## config.mk

```make
export PLATFORM = sky130hd
export DESIGN_NAME = keyboard_key_decoder
export DESIGN_NICKNAME = d
export VERILOG_FILES = /design/src/rtl/keyboard_pkg.sv /design/src/rtl/keyboard_key_decoder.sv
export SDC_FILE = /design/constraint.sdc
export NUM_CORES = 1
export LEC_CHECK = 0
export CAP_MARGIN = 20
export CORE_UTILIZATION = 40
export DETAILED_ROUTE_END_ITERATION = 8
export PLACE_DENSITY = 0.65
export REMOVE_ABC_BUFFERS = 1
export SKIP_LAST_GASP = 1
export SLEW_MARGIN = 5
export SYNTH_ARGS = -nofsm -noshare
export SYNTH_HDL_FRONTEND = slang
export SYNTH_SLANG_ARGS = --single-unit
export TNS_END_PERCENT = 5
```

## constraint.sdc

```tcl
create_clock -name clk -period 4.3 [get_ports clk]
set_input_delay 0.43 -clock clk [delete_from_list [all_inputs] [get_ports clk]]
set_output_delay 0.43 -clock clk [all_outputs]
set_load 0.1 [all_outputs]
```

## src/rtl/keyboard_pkg.sv

```systemverilog
// keyboard_pkg: PS/2 scancode constants and key decoder state encoding
package keyboard_pkg;
  localparam logic [7:0] SC_A         = 8'h1C;
  localparam logic [7:0] SC_D         = 8'h23;
  localparam logic [7:0] SC_SPACE     = 8'h29;
  localparam logic [7:0] SC_EXT_LEFT  = 8'h6B;
  localparam logic [7:0] SC_EXT_RIGHT = 8'h74;
  localparam logic [7:0] SC_E0        = 8'hE0;
  localparam logic [7:0] SC_F0        = 8'hF0;
  typedef enum logic [1:0] {IDLE, EXT, BRK, EXT_BRK} dec_state_t;
endpackage

```

## src/rtl/keyboard_key_decoder.sv

```systemverilog
// keyboard_key_decoder: PS/2 scancodes to held key levels and make pulses; KEY_REPEAT_FILTER_EN suppresses typematic repeat pulses
module keyboard_key_decoder
  import keyboard_pkg::*;
#(
  parameter logic [19:0] TIMEOUT_CYC = 20'd500000
) (
  input  logic       clk,
  input  logic       reset,
  input  logic [7:0] scancode_data,
  input  logic       scancode_valid,
  output logic       keyboardAPressed,
  output logic       keyboardDPressed,
  output logic       keyboardFirePressed,
  output logic       left_make,
  output logic       right_make,
  output logic       fire_make,
  output logic       decode_error
);
  dec_state_t  state, state_nx;
  logic [19:0] cnt, cnt_nx;
  logic [4:0]  held, held_nx, hit, pulse;
  logic        err_nx, is_pfx, ext, brk, fin;
  // held/hit/pulse bit order: {ext_right, ext_left, space, d, a}
  always_comb begin
    ext      = state == EXT || state == EXT_BRK;
    brk      = state == BRK || state == EXT_BRK;
    is_pfx   = scancode_data == SC_E0 || scancode_data == SC_F0;
    fin      = scancode_valid && !is_pfx;
    hit      = {ext && scancode_data == SC_EXT_RIGHT, ext && scancode_data == SC_EXT_LEFT,
                !ext && scancode_data == SC_SPACE, !ext && scancode_data == SC_D,
                !ext && scancode_data == SC_A};
    held_nx  = !fin ? held : brk ? held & ~hit : held | hit;
`ifdef KEY_REPEAT_FILTER_EN
    pulse    = fin && !brk ? hit & ~held : '0;
`else
    pulse    = fin && !brk ? hit : '0;
`endif
    state_nx = state;
    cnt_nx   = '0;
    err_nx   = 1'b0;
    if (scancode_valid) begin
      state_nx = brk || !is_pfx ? IDLE : scancode_data == SC_F0 ? (ext ? EXT_BRK : BRK) : EXT;
      err_nx   = brk && is_pfx;
    end else if (state != IDLE) begin
      err_nx   = cnt == TIMEOUT_CYC - 20'd1;
      state_nx = err_nx ? IDLE : state;
      cnt_nx   = err_nx ? '0 : cnt + 20'd1;
    end
  end
  always_ff @(posedge clk) begin
    if (reset) begin
      state        <= IDLE;
      cnt          <= '0;
      held         <= '0;
      left_make    <= 1'b0;
      right_make   <= 1'b0;
      fire_make    <= 1'b0;
      decode_error <= 1'b0;
    end else begin
      state        <= state_nx;
      cnt          <= cnt_nx;
      held         <= held_nx;
      left_make    <= pulse[0] | pulse[3];
      right_make   <= pulse[1] | pulse[4];
      fire_make    <= pulse[2];
      decode_error <= err_nx;
    end
  end
  assign keyboardAPressed    = held[0] | held[3];
  assign keyboardDPressed    = held[1] | held[4];
  assign keyboardFirePressed = held[2];
endmodule

```

# After elaboration in Yosys (flattened, before gate mapping)
# Cells that the tools add are included.
[op_classes]
n_bitwise = 9
reduce_logical = 21
n_mux = 10
add_sub_neg = 1
eq_ne = 11
[op_table]
columns = ["operator", "n"]
rows = [
  ["20-bit by 1-bit adder with 20-bit output (second input constant)", 1],
  ["20-bit by 19-bit == test with 1-bit output (second input constant)", 1],
  ["8-bit by 6-bit == test with 1-bit output (second input constant)", 2],
  ["8-bit by 7-bit == test with 1-bit output (second input constant)", 2],
  ["8-bit == test (second input constant)", 2],
  ["2-bit two-way mux", 5],
  ["5-bit two-way mux", 2],
  ["8-bit by 5-bit == test with 1-bit output (second input constant)", 1],
  ["1-bit logical AND", 8],
  ["2-bit nonzero test", 3],
  ["5-bit bitwise AND", 1],
  ["5-bit NOT", 1],
  ["5-bit OR", 1],
  ["2-bit == test (second input constant)", 2],
  ["1-bit logical OR", 4],
  ["1-bit OR", 4],
  ["4-bit OR reduction", 1],
  ["1-bit logical NOT", 3],
  ["1-bit two-way mux", 3],
  ["2-bit by 1-bit == test with 1-bit output (second input constant)", 1],
  ["1-bit NOT", 2],
  ["2-bit AND reduction", 1],
  ["2-bit OR reduction", 1],
]
[totals]
word_cells = 59
input_bits = 11
out_inout_bits = 7
register_bits = 31

# Longest topological paths before layout
[depth]
depth_word = 7
mapped_depth = 6

# Worst setup path before layout
# OpenSTA, ideal clock, no wires.
[synth_timing]
kind = "input to register"
from = "input scancode_data[1]"
to = "register (tool-made name)"
path_buffers = 0
arrival_time_ps = 1477
required_ps = 4229
slack_ps = 2752
cell_stages = 5
path_cell_list = "nor2_2 nand3_1 or4_4 or3_1 a21oi_1"
[synth_rtl]
columns = ["item", "line_no", "source"]
rows = [
  ["from (decl)", "keyboard_key_decoder.sv:9", "input logic [7:0] scancode_data,"],
]

==> impl_metrics.yaml <==
place:
  gp_congestion: 0.830
  io_buffers: 17
  dp_cells: 215
  post-place-ws_ps: 2200
  placed_cell_area_sq_um: 1590
  dpl.hpwl_mm: 2.03
timing:
  clock_skew_ps: 12.7
  tightest_slew_ps: 968
  rsz0062_at_grt: "no"
  layout_min_cycle_time_ps: 2340
  hold_viol_final: 0
  max-slew-margin-rel_pct: 35.3
  setup_violations: 0
  drv_slew: 0
  final.setup.tns_ps: 0
  finalCritPeriodShare_pct: 54.4
  fin_ws_ps: 1960
  max_freq_ghz: 0.428
routing:
  ant_nets: 0
  drc: 0
  wl_per_cell_microns: 12.5
  wl_mm: 2.78
  vias: 1133
  via_per_inst: 5.10
  drtIter0Drc: 68
  first_pass_iters: 4
clock_tree:
  cts_root_buf: "clkbuf_4"
  cts_made_buffers: 5
  h-tree-depth: 2
  cts_tree: "done"
  cts_sinks: 31
  clk_path_buf_depth: 2
  insertion_delay_ps: 330
  postCtsSetupBuffers: 0
  ctsHoldBuffers: 0
  clk_pin_slew_ps: 90
  cts.repair.resized: 0
final_layout:
  fin_cells: 222
  drive_gt1_share_pct: 7.87
  area_growth_pct: 19.5
  fillCellCount: 317
  diodes: 0
  final_cell_area_sq_um: 1650
  final_util_pct: 52.2
  nets: 190
critical_path:
  required_ps: 3870
  arrival_ps: 1910
  critPathKind: "reg2out"
  critPathLaunchType: "flop"
  worstSetupEndpointType: "primary output"
  critPathMaxFanout: 2
power:
  leakagePower_nw: 0.548
  ir_drop_v: 0.000166
  p_per_area_nw_per_um2: 291
logic_synthesis:
  synth-edff-count: 0
  ys_top_cells_by_count: "dfxtp_1, nor2_1, nand3_1, xor2_1, xnor2_1"
  syn_area_per_cell_sq_um: 8.77
  synthFlopType: "dfxtp_1"
  synthDistinctLibCells: 36
  syn_area_sq_um: 1380
  netlist_instances: 157
  ys_warn_count: 0
  netlist.area_leader.share_pct: 45.1
  yosysSeqAreaShare_pct: 45.1
  ys_async_sr_fraction_pct: 0
  synth_top_cell_by_area: "dfxtp_1"
  ys_ff_latch: 31
  synth.top_cells.by_area: "dfxtp_1, nor2_1, xor2_1"
global_route:
  antenna_found_initial: 0
  grt_first_pass_wirelength_mm: 4.98
  overflow: 0
  grt_start_max_net_pins: 20
  track_usage_pct: 19.0
  grt_pass1_vias: 1156
outcome:
  status: "complete, no violations"
die:
  core-area_sq_um: 3150
  io_pins: 18
  rows: 20
  initial_core_util_pct: 43.7
  die_x_microns: 60.7
  die_h_microns: 60.7
  die-area_sq_um: 3680
flow_run:
  max_cap_violations: 0
worst_hold_path:
  hp-class: "reg2reg"
[metrics by stage]
| step | hold WS (ps) | total power [W] |
|---|---|---|
| 2_1_floorplan | 430 | 0.000300 |
| 3_3_place_gp | 447 | 0.000314 |
| 3_5_place_dp | 456 | 0.000315 |
| 4_1_cts | 477 | 0.000485 |
| 5_1_grt | 512 | 0.000501 |
| 6_report | 470 | 0.000478 |
[power by group]
| group | internal (W) | total (W) | switching [W] | leakage (nW) |
|---|---|---|---|---|
| logic | 0.0000112 | 0.0000208 | 0.00000961 | 0.264 |
| clock network | 0.0000756 | 0.000170 | 0.0000948 | 0.0341 |
| registers | 0.000287 | 0.000287 | 0.0000000973 | 0.250 |
| total | 0.000374 | 0.000478 | 0.000105 | 0.548 |
[cells in the final DEF, fill, tap and decap left out, types with 5 or more instances in the layout]
| master | n |
|---|---|
| xnor2_1 | 8 |
| nand2_1 | 7 |
| clkdlybuf4s50_1 | 17 |
| xor2_1 | 10 |
| dfxtp_1 | 31 |
| and3_1 | 5 |
| nor2_1 | 31 |
| clkbuf_4 | 5 |
| a21oi_1 | 5 |
| nand4_1 | 7 |
| inv_1 | 5 |
| nand3_1 | 11 |
[kinds of logic after synthesis]
| family | Yosys count | synth area share (%) |
|---|---|---|
| buf+inv | 8 | 2.27 |
| compound gates | 12 | 6.09 |
| xor+xnor | 18 | 11.5 |
| simple gates | 84 | 32.0 |
| flops | 31 | 45.1 |
| fa+ha+maj | 1 | 0.909 |
| mux | 3 | 2.18 |
[worst max-delay path, cell delays in order (launching register included)]
cell	delay (ps)
dfxtp_1	310
or2_2	290
clkdlybuf4s50_1	970
[metal layers]
layer | track usage [%] | wire, microns | vias to the layer above
met5 | 0 | 0 | -
met4 | 6.82 | 42 | 0
met3 | 7.89 | 113 | 6
met2 | 33.8 | 1430 | 22
met1 | 20.2 | 1190 | 515
li1 | - | - | 590
[path summary, 6_finish.rpt]
kind                              from  depth (start not counted)               end  slack (ps)
worst min-delay path            cnt[0]                          1            cnt[0]         470
worst max-delay path              flop                          2  keyboardDPressed        1960
worst min register to register  cnt[0]                          1            cnt[0]         470
worst max register to register  cnt[0]                          6           cnt[18]        2410
[cell type report]
class                   instances  area (sq um)  share of cell area (%)
inverters                       5          18.8                    1.14
clock inverters                 1          5.00                   0.304
well taps                      44          55.1                    3.35
flip-flops and latches         31           621                    37.7
multi-input cells             118           724                    44.0
clock buffers                   6          51.3                    3.12
repair buffers                 17           170                    10.3
Note: power is estimated with default switching activity, not from simulation.
